==> src/rtl/mips_multicycle_control_pkg.sv <==
// Shared encodings for the multi-cycle MIPS control unit.
// Covers FSM states, opcode/funct values, ALU codes and datapath mux selects.
package mips_multicycle_control_pkg;

  typedef enum logic [3:0] {
    S_FETCH  = 4'd0,
    S_DECODE = 4'd1,
    S_MEMADR = 4'd2,
    S_MEM_RD = 4'd3,
    S_WB_MEM = 4'd4,
    S_MEM_WR = 4'd5,
    S_EXEC_R = 4'd6,
    S_WB_R   = 4'd7,
    S_BRANCH = 4'd8,
    S_EXEC_I = 4'd9,
    S_WB_I   = 4'd10,
    S_JUMP   = 4'd11,
    S_HALT   = 4'd12
  } state_e;

  typedef enum logic [1:0] {
    ALUOP_ADD   = 2'b00,
    ALUOP_SUB   = 2'b01,
    ALUOP_FUNCT = 2'b10
  } aluop_e;

  localparam logic [5:0] OP_RTYPE = 6'h00;
  localparam logic [5:0] OP_LW    = 6'h23;
  localparam logic [5:0] OP_SW    = 6'h2B;
  localparam logic [5:0] OP_BEQ   = 6'h04;
  localparam logic [5:0] OP_ADDI  = 6'h08;
  localparam logic [5:0] OP_J     = 6'h02;

  localparam logic [5:0] FN_ADD = 6'h20;
  localparam logic [5:0] FN_SUB = 6'h22;
  localparam logic [5:0] FN_AND = 6'h24;
  localparam logic [5:0] FN_OR  = 6'h25;
  localparam logic [5:0] FN_NOR = 6'h27;
  localparam logic [5:0] FN_SLT = 6'h2A;

  localparam logic [3:0] ALU_AND = 4'b0000;
  localparam logic [3:0] ALU_OR  = 4'b0001;
  localparam logic [3:0] ALU_ADD = 4'b0010;
  localparam logic [3:0] ALU_SUB = 4'b0110;
  localparam logic [3:0] ALU_SLT = 4'b0111;
  localparam logic [3:0] ALU_NOR = 4'b1100;

  localparam logic [1:0] SRCB_B     = 2'b00;
  localparam logic [1:0] SRCB_FOUR  = 2'b01;
  localparam logic [1:0] SRCB_IMM   = 2'b10;
  localparam logic [1:0] SRCB_IMMSH = 2'b11;

  localparam logic [1:0] PCSRC_ALU    = 2'b00;
  localparam logic [1:0] PCSRC_ALUOUT = 2'b01;
  localparam logic [1:0] PCSRC_JUMP   = 2'b10;

  function automatic logic opcode_legal(input logic [5:0] op);
    case (op)
      OP_RTYPE, OP_LW, OP_SW, OP_BEQ, OP_ADDI, OP_J: return 1'b1;
      default: return 1'b0;
    endcase
  endfunction

endpackage

==> src/rtl/mips_multicycle_control_alu_decode.sv <==
// ALU-control decode: maps ALUOp and funct to the ALU operation code.
// Flags any funct outside the supported R-type set when ALUOp selects funct.
module mips_multicycle_control_alu_decode
  import mips_multicycle_control_pkg::*;
#(
  parameter int ALUCTRL_W = 4
) (
  input  aluop_e               i_aluop,
  input  logic [5:0]           i_funct,
  output logic [ALUCTRL_W-1:0] o_alu_control,
  output logic                 o_funct_illegal
);

  logic [3:0] w_code;

  always_comb begin
    w_code          = ALU_ADD;
    o_funct_illegal = 1'b0;
    case (i_aluop)
      ALUOP_ADD: w_code = ALU_ADD;
      ALUOP_SUB: w_code = ALU_SUB;
      ALUOP_FUNCT: begin
        case (i_funct)
          FN_ADD:  w_code = ALU_ADD;
          FN_SUB:  w_code = ALU_SUB;
          FN_AND:  w_code = ALU_AND;
          FN_OR:   w_code = ALU_OR;
          FN_NOR:  w_code = ALU_NOR;
          FN_SLT:  w_code = ALU_SLT;
          default: o_funct_illegal = 1'b1;
        endcase
      end
      default: w_code = ALU_ADD;
    endcase
  end

  assign o_alu_control = ALUCTRL_W'(w_code);

endmodule

==> src/rtl/mips_multicycle_control.sv <==
// Multi-cycle MIPS main control: state machine, datapath enables, sticky illegal
// flag and retired-instruction counter. Outputs are decoded from the current state.
module mips_multicycle_control
  import mips_multicycle_control_pkg::*;
#(
  parameter int ALUCTRL_W       = 4,
  parameter int CNT_W           = 32,
  parameter bit MEM_HANDSHAKE   = 1'b1,
  parameter bit TRAP_ON_ILLEGAL = 1'b1
) (
  input  logic                 clock,
  input  logic                 reset,
  input  logic [5:0]           opcode,
  input  logic [5:0]           funct,
  input  logic                 zero,
  input  logic                 mem_ready,
  output logic                 pc_write,
  output logic                 pc_write_cond,
  output logic                 iord,
  output logic                 mem_read,
  output logic                 mem_write,
  output logic                 ir_write,
  output logic                 mem_to_reg,
  output logic                 reg_dst,
  output logic                 reg_write,
  output logic                 alu_src_a,
  output logic [1:0]           alu_src_b,
  output logic [1:0]           pc_source,
  output logic [ALUCTRL_W-1:0] alu_control,
  output logic                 illegal,
  output logic                 instr_retired,
  output logic [CNT_W-1:0]     retired_count,
  output logic [3:0]           state_dbg
);

  state_e               r_state;
  logic                 r_illegal;
  logic [CNT_W-1:0]     r_count;

  logic                 w_ready;
  logic                 w_op_legal;
  logic                 w_funct_illegal;
  logic                 w_unused_zero;
  aluop_e               w_aluop;
  logic [ALUCTRL_W-1:0] w_alu_control;

  logic       w_pc_write, w_pc_write_cond, w_iord, w_mem_read, w_mem_write;
  logic       w_ir_write, w_mem_to_reg, w_reg_dst, w_reg_write, w_alu_src_a;
  logic       w_retire;
  logic [1:0] w_alu_src_b, w_pc_source;

  // The branch decision (pc_write_cond & zero) is formed in the datapath.
  assign w_unused_zero = zero;
  assign w_ready       = MEM_HANDSHAKE ? mem_ready : 1'b1;
  assign w_op_legal    = opcode_legal(opcode);

  mips_multicycle_control_alu_decode #(
    .ALUCTRL_W(ALUCTRL_W)
  ) u_alu_decode (
    .i_aluop        (w_aluop),
    .i_funct        (funct),
    .o_alu_control  (w_alu_control),
    .o_funct_illegal(w_funct_illegal)
  );

  always_comb begin
    w_pc_write      = 1'b0;
    w_pc_write_cond = 1'b0;
    w_iord          = 1'b0;
    w_mem_read      = 1'b0;
    w_mem_write     = 1'b0;
    w_ir_write      = 1'b0;
    w_mem_to_reg    = 1'b0;
    w_reg_dst       = 1'b0;
    w_reg_write     = 1'b0;
    w_alu_src_a     = 1'b0;
    w_alu_src_b     = SRCB_B;
    w_pc_source     = PCSRC_ALU;
    w_aluop         = ALUOP_ADD;
    w_retire        = 1'b0;
    case (r_state)
      S_FETCH: begin
        w_mem_read  = 1'b1;
        w_alu_src_b = SRCB_FOUR;
        w_ir_write  = w_ready;
        w_pc_write  = w_ready;
      end
      S_DECODE: begin
        w_alu_src_b = SRCB_IMMSH;
        w_retire    = !w_op_legal && !TRAP_ON_ILLEGAL;
      end
      S_MEMADR: begin
        w_alu_src_a = 1'b1;
        w_alu_src_b = SRCB_IMM;
      end
      S_MEM_RD: begin
        w_mem_read = 1'b1;
        w_iord     = 1'b1;
      end
      S_WB_MEM: begin
        w_reg_write  = 1'b1;
        w_mem_to_reg = 1'b1;
        w_retire     = 1'b1;
      end
      S_MEM_WR: begin
        w_mem_write = 1'b1;
        w_iord      = 1'b1;
        w_retire    = w_ready;
      end
      S_EXEC_R: begin
        w_alu_src_a = 1'b1;
        w_aluop     = ALUOP_FUNCT;
        w_retire    = w_funct_illegal && !TRAP_ON_ILLEGAL;
      end
      S_WB_R: begin
        w_reg_write = 1'b1;
        w_reg_dst   = 1'b1;
        w_retire    = 1'b1;
      end
      S_BRANCH: begin
        w_alu_src_a     = 1'b1;
        w_aluop         = ALUOP_SUB;
        w_pc_write_cond = 1'b1;
        w_pc_source     = PCSRC_ALUOUT;
        w_retire        = 1'b1;
      end
      S_EXEC_I: begin
        w_alu_src_a = 1'b1;
        w_alu_src_b = SRCB_IMM;
      end
      S_WB_I: begin
        w_reg_write = 1'b1;
        w_retire    = 1'b1;
      end
      S_JUMP: begin
        w_pc_write  = 1'b1;
        w_pc_source = PCSRC_JUMP;
        w_retire    = 1'b1;
      end
      default: ;
    endcase
  end

  // Reset forces every output low at once, even mid-access.
  assign pc_write      = w_pc_write & ~reset;
  assign pc_write_cond = w_pc_write_cond & ~reset;
  assign iord          = w_iord & ~reset;
  assign mem_read      = w_mem_read & ~reset;
  assign mem_write     = w_mem_write & ~reset;
  assign ir_write      = w_ir_write & ~reset;
  assign mem_to_reg    = w_mem_to_reg & ~reset;
  assign reg_dst       = w_reg_dst & ~reset;
  assign reg_write     = w_reg_write & ~reset;
  assign alu_src_a     = w_alu_src_a & ~reset;
  assign alu_src_b     = reset ? 2'b00 : w_alu_src_b;
  assign pc_source     = reset ? 2'b00 : w_pc_source;
  assign alu_control   = reset ? '0 : w_alu_control;
  assign instr_retired = w_retire & ~reset;
  assign illegal       = r_illegal;
  assign retired_count = r_count;
  assign state_dbg     = r_state;

  always_ff @(posedge clock or posedge reset) begin
    if (reset) begin
      r_state   <= S_FETCH;
      r_illegal <= 1'b0;
      r_count   <= '0;
    end else begin
      if (w_retire) r_count <= r_count + CNT_W'(1);
      case (r_state)
        S_FETCH:  if (w_ready) r_state <= S_DECODE;
        S_DECODE: begin
          case (opcode)
            OP_RTYPE:     r_state <= S_EXEC_R;
            OP_LW, OP_SW: r_state <= S_MEMADR;
            OP_BEQ:       r_state <= S_BRANCH;
            OP_ADDI:      r_state <= S_EXEC_I;
            OP_J:         r_state <= S_JUMP;
            default: begin
              r_illegal <= 1'b1;
              r_state   <= TRAP_ON_ILLEGAL ? S_HALT : S_FETCH;
            end
          endcase
        end
        S_MEMADR: r_state <= (opcode == OP_LW) ? S_MEM_RD : S_MEM_WR;
        S_MEM_RD: if (w_ready) r_state <= S_WB_MEM;
        S_MEM_WR: if (w_ready) r_state <= S_FETCH;
        S_EXEC_R: begin
          if (w_funct_illegal) begin
            r_illegal <= 1'b1;
            r_state   <= TRAP_ON_ILLEGAL ? S_HALT : S_FETCH;
          end else begin
            r_state <= S_WB_R;
          end
        end
        S_EXEC_I: r_state <= S_WB_I;
        S_WB_MEM, S_WB_R, S_WB_I, S_BRANCH, S_JUMP: r_state <= S_FETCH;
        S_HALT:   r_state <= S_HALT;
        default:  r_state <= S_FETCH;
      endcase
    end
  end

endmodule

==> config.mk <==
export PLATFORM = sky130hd
export DESIGN_NAME = mips_multicycle_control
export DESIGN_NICKNAME = d
export VERILOG_FILES = /design/src/rtl/mips_multicycle_control_pkg.sv /design/src/rtl/mips_multicycle_control_alu_decode.sv /design/src/rtl/mips_multicycle_control.sv
export SDC_FILE = /design/constraint.sdc
export NUM_CORES = 1
export LEC_CHECK = 0
export CAP_MARGIN = 10
export CORE_ASPECT_RATIO = 0.7
export CORE_MARGIN = 2
export CORE_UTILIZATION = 47
export DETAILED_ROUTE_END_ITERATION = 8
export PLACE_DENSITY_LB_ADDON = 0.05
export SYNTH_ARGS = -nofsm -noshare
export SYNTH_HDL_FRONTEND = slang
export SYNTH_SLANG_ARGS = --single-unit
==> constraint.sdc <==
create_clock -name clock -period 2.6 [get_ports clock]
set_clock_uncertainty 0.2 [all_clocks]
set_input_delay 0.39 -clock clock [delete_from_list [all_inputs] [get_ports clock]]
set_output_delay 0.39 -clock clock [all_outputs]
set_load 0.05 [all_outputs]
# --- Word level (Yosys, flattened, before mapping) ---
# Cells that the tools add are included.
word_totals:
  out_inout_bits: 56
  reg_bits: 37
  elab_cells: 91
  inputBits: 16
classes:
  n_mux: 31
  eq_ne: 30
  n_addsub: 1
  n_bitwise: 12
  n_reduce_logical: 14
ops:
  columns: ["op", "count"]
  rows:
  - ["6-bit equality test, second input constant", 8]
  - ["4-bit one-hot mux with 5 select lines", 2]
  - ["32-bit by 1-bit adder with 32-bit output, second input constant", 1]
  - ["4-bit one-hot mux with 8 select lines", 1]
  - ["4-bit equality test, second input constant", 5]
  - ["4-bit 2-to-1 mux", 5]
  - ["4-bit by 3-bit equality test with 1-bit output, second input constant", 4]
  - ["1-bit 2-to-1 mux", 13]
  - ["6-bit OR reduction", 2]
  - ["1-bit AND", 11]
  - ["4-bit by 2-bit equality test with 1-bit output, second input constant", 2]
  - ["2-bit != test, second input constant", 4]
  - ["2-bit one-hot mux with 2 select lines", 2]
  - ["4-bit one-hot mux with 2 select lines", 1]
  - ["2-bit OR reduction", 4]
  - ["6-bit by 2-bit equality test with 1-bit output, second input constant", 1]
  - ["6-bit by 3-bit equality test with 1-bit output, second input constant", 1]
  - ["6-bit by 4-bit equality test with 1-bit output, second input constant", 1]
  - ["6-bit logical NOT", 1]
  - ["1-bit one-hot mux with 2 select lines", 3]
  - ["2-bit one-hot mux with 3 select lines", 1]
  - ["3-bit AND reduction", 2]
  - ["5-bit OR reduction", 1]
  - ["4-bit by 1-bit equality test with 1-bit output, second input constant", 1]
  - ["other kinds (10)", 11]

# --- Depth between registers and ports, before layout ---
logic_depth:
  depth_word: 6
  depth_mapped: 7

# --- Cells and area by module ---
# From an unflattened synthesis, not the netlist that was laid out.
hier_totals:
  hier_cells: 246
  hier_area_um2: 2327.2
by_module_without_submodules:
  columns: ["module", "cells_per_inst", "area_per_inst_um2", "instances", "seq_area_each_um2"]
  rows:
  - ["mips_multicycle_control", 226, 2178.3, 1, 925.9]
  - ["mips_multicycle_control_alu_decode", 20, 148.9, 1, 0.0]

# --- Least setup slack after synthesis ---
# OpenSTA, ideal clock, no wires.
synth_timing:
  kind: "register to output"
  from: "register r_state[1] (netlist: state_dbg[1])"
  to: "output alu_control[3]"
  stages_incl_launch_ff: 8
  path_buffers: 2
  t_arrival_ps: 2832
  setup_slack_ps: -822
  cell_sequence: "dfrtp_1 -> buf_2 -> clkbuf_1 -> nand3b_1 -> ha_1 -> nor2_1 -> nand3_1 -> nor3_1"
synth_between:
  elab_chain_len: 5
synth_rtl:
  columns: ["element", "line", "text"]
  rows:
  - ["start, declared", "mips_multicycle_control.sv:36", "state_e r_state;"]
  - ["start signal, assigned", "mips_multicycle_control.sv:181", "r_state <= TRAP_ON_ILLEGAL ? S_HALT : S_FETCH;"]
  - ["start signal, assigned", "mips_multicycle_control.sv:185", "S_MEMADR: r_state <= (opcode == OP_LW) ? S_MEM_RD : S_MEM_WR;"]
  - ["start signal, assigned", "mips_multicycle_control.sv:191", "r_state <= TRAP_ON_ILLEGAL ? S_HALT : S_FETCH;"]
  - ["4-bit equality test / 4-bit by 3-bit equality test with 1-bit output (equally long branches)", "mips_multicycle_control.sv:81", "case (r_state)"]
  - ["2-bit one-hot mux with 2 select lines *", "mips_multicycle_control.sv:81", null]
  - ["2-bit equality test / 2-bit by 1-bit equality test with 1-bit output (equally long branches)", "mips_multicycle_control_alu_decode.sv:19", "case (i_aluop)"]
  - ["4-bit one-hot mux with 2 select lines *", "mips_multicycle_control_alu_decode.sv:19", null]
  - ["4-bit 2-to-1 mux *", "mips_multicycle_control.sv:157", "assign alu_control = reset ? '0 : w_alu_control;"]
  - ["end, declared", "mips_multicycle_control.sv:29", "output logic [ALUCTRL_W-1:0] alu_control,"]
# Every way passes the cells marked *; elsewhere a longest branch is shown, timed or not.

# --- Worst setup path after layout ---
layout_timing:
  from: "register r_state[3] (netlist: state_dbg[3])"
  to: "output alu_control[2]"
# The elaborated chain is that of the path after synthesis.

==> metrics.txt <==
status=finished, final reports clean; CORE AREA=~4700 sq um; die width=about 87 microns; Cell Area, Synth=between 2000 and 2500 sq um; worst hold path type=reg2reg; worst endpoint required time=2010 ps; diode count=0; Chip Height=about 62 microns; Synth Area per Inst=roughly 9.3 sq um; Post-synth top flop=dfrtp_1; final hold vios=0; total number of vias=between 2,000 and 2,500; drt total wl=between 5000 and 6000 microns; Finished Layout Cells=391; CP Max Fanout=15; cell-internal power=around 1.6 mW; Clock Power Share=around an eighth; Hold WS=between 200 and 300 ps; hpwl dp=4257 microns; total CTS buffers=5; Area Overhead vs Synth=53.88%; I/O pin total=just over 70; grt total ovfl=0; root buf cell=clkbuf_8; fraction of layout cells with a size suffix above 1=22.46%; clock slew at reported path FFs=around 70 ps; Crit Path Class=reg2out; worst-skew pair later-pin latency=between 200 and 300 ps; NetSw=about 1.4 mW; post-route cell area=approximately 3500 sq um; CP Capture Type=primary output; Final setup viols=0; first-pass iteration count of the detailed router=4; first-pass GRT wire length=8500 microns; Ys Warns=0; nets=353; Finished Core Util=73.85%; die area=~5400 sq um; Mapped Nets=between 200 and 300; Synth Instances=roughly 240; Lkg Pwr=1.348 nW; Seq pwr share=approximately 27%; max-slew violations=0; dpl cells=380; DP Area=3312 sq um; slew margin rel.=about 65%; initial antenna violation count=0; starting density of the core=a little under half; Pwr Density=around 870 nW/um^2; cells on worst reg2reg path=6; PortBufs=70; sequential fraction of the synthesis area=41.02%; Final Cycle Share=98.61%; Yosys reg bits=37; Fillers=roughly 340; Hold Crit Depth=1; crit path time final=between 2000 and 3000 ps; Final ANT Viol Nets=0; GP Congestion=just over 0.8; drt via density=around 5.5; largest net degree at the start of global routing=20; Peak Freq=a little under 0.4 GHz; CTS tree=built; Worst EP arrival=a little under 2000 ps; deepest clock path buffer count=2; Tightest Pin Transition=approximately 530 ps; peak supply drop=roughly 0.53 mV; CP startpoint kind=flop; Distinct cells, synth=48; clock sink count=37; Total GRT Usage=between 20% and 30%; Gate power share=59.9%; EDFF count, synth=0; Starting DRT DRC Count=93; setup tns final=0 ps; RSZ-0062 raised after global routing=true; drt drc=0; maximum level of the CTS H-tree=2; switching share of power=47.58%; routed length per placed instance=around 14 microns; number of cell rows=21; vias in the first global route=~1,800; ys async rst share=100.0%; Max-cap violations=0
layer usage:
| layer | wire, microns | part of all wire (%) | vias up | global-route usage (%) |
|---|---|---|---|---|
| met2 | 2427 | 43 | 64 | 29.01 |
| met1 | 2938 | 52 | 1025 | 32.20 |
| met5 | 0 | 0 | - | 0 |
| met4 | 8 | 0.14 | 0 | 2.679 |
| li1 | - | - | 1051 | - |
| met3 | 266 | 4.7 | 2 | 4.491 |
cell families (layout without fill, tap and decap cells):
kind of cell	after synthesis	count (layout)	share of synthesized area [%]
AO/OA/AOI/OAI	30	30	11.70
XOR/XNOR	33	33	12.81
adder cells (fa/ha/maj)	4	4	2.107
buffers and inverters	19	109	3.381
flip-flops	37	37	41.02
multiplexers	2	2	0.9977
AND/OR/NAND/NOR	119	119	27.99
metrics by stage:
stage	power, mW	setup WS (ps)
final	3.029	36.24
after global routing	3.171	-86.80
after CTS	2.967	20.94
after detailed placement	2.565	94.21
after global placement	2.544	152.9
after floorplan	1.936	-277.2
synth_stat cells, types with 3 or more instances:
| master | instances | area [sq um] |
|---|---|---|
| nand2_1 | 27 | 101.4 |
| ha_1 | 3 | 37.54 |
| nand3b_1 | 3 | 22.52 |
| xnor2_1 | 24 | 210.2 |
| nand3_1 | 12 | 60.06 |
| or3_1 | 4 | 25.02 |
| or4_1 | 3 | 22.52 |
| nor2b_1 | 4 | 25.02 |
| dfrtp_1 | 37 | 925.9 |
| nand4_1 | 8 | 50.05 |
| o21ai_0 | 7 | 35.03 |
| o311ai_0 | 3 | 26.28 |
| xor2_1 | 9 | 78.83 |
| and3_1 | 8 | 50.05 |
| nand2b_1 | 4 | 25.02 |
| a21oi_1 | 3 | 15.01 |
| nor2_1 | 18 | 67.56 |
| nor3_1 | 15 | 75.07 |
| inv_1 | 9 | 33.78 |
| clkbuf_1 | 7 | 26.28 |
cell type report:
cell class	instances	area, sq um	area share, %
multi-input combinational	188	1350	38.87
clock buffer	7	86.33	2.486
timing repair buffer	93	997.2	28.71
inverter	9	37.54	1.081
sequential	37	930.9	26.80
tap	57	71.32	2.053
power by group through the flow:
stage | clock network (mW) | registers (mW) | logic (mW)
2_1_floorplan | 0 | 1.14 | 0.792
3_3_place_gp | 0 | 0.826 | 1.72
3_5_place_dp | 0 | 0.830 | 1.74
4_1_cts | 0.398 | 0.821 | 1.75
5_1_grt | 0.418 | 0.840 | 1.91
6_report | 0.393 | 0.822 | 1.81
placed cells by master, fill, tap and decap left out, types with 6 or more instances in the layout:
cell type / instances
inv_1: 8
nand2_1: 26
clkbuf_8: 6
buf_4: 28
xor2_1: 9
xnor2_1: 24
dfrtp_1: 33
nor2_1: 16
clkdlybuf4s50_1: 51
nand3_1: 12
o21ai_0: 7
buf_12: 12
nand4_1: 8
nor3_1: 10
and3_1: 8
state kept, by name, summed over array words and instances (netlist names):
signal	cells
illegal	1
retired_count	32
state_dbg	4
path summary, 6_finish.rpt:
kind	slack [ps]	endpoint	startpoint
setup / recovery	40	alu_control[2]	state_dbg[3]
hold / removal	270	retired_count[31]	retired_count[31]
setup reg to reg	280	retired_count[14]	state_dbg[0]
hold reg to reg	270	retired_count[31]	retired_count[31]
max in group asynchronous	1430	state_dbg[2]	reset
min in group asynchronous	550	retired_count[22]	reset
critical path, cell delays in order, from the launching register on:
cell      delay [ps]
dfrtp_2          410
buf_4            200
nand3b_1         170
buf_4            140
inv_1             30
ha_1             190
a41oi_1          320
nor3_4            80
buf_12           160
what timing repair did:
| item | in CTS | in global routing |
|---|---|---|
| endpoints found under the setup margin | 3 | 4 |
| pin swaps | 0 | 1 |
| hold buffers | 0 | 0 |
| hold endpoints to repair | 0 | 0 |
| buffers inserted | 0 | 4 |
| gates resized for setup | 2 | 7 |
No activity file was read; power rests on OpenSTA's default activity.
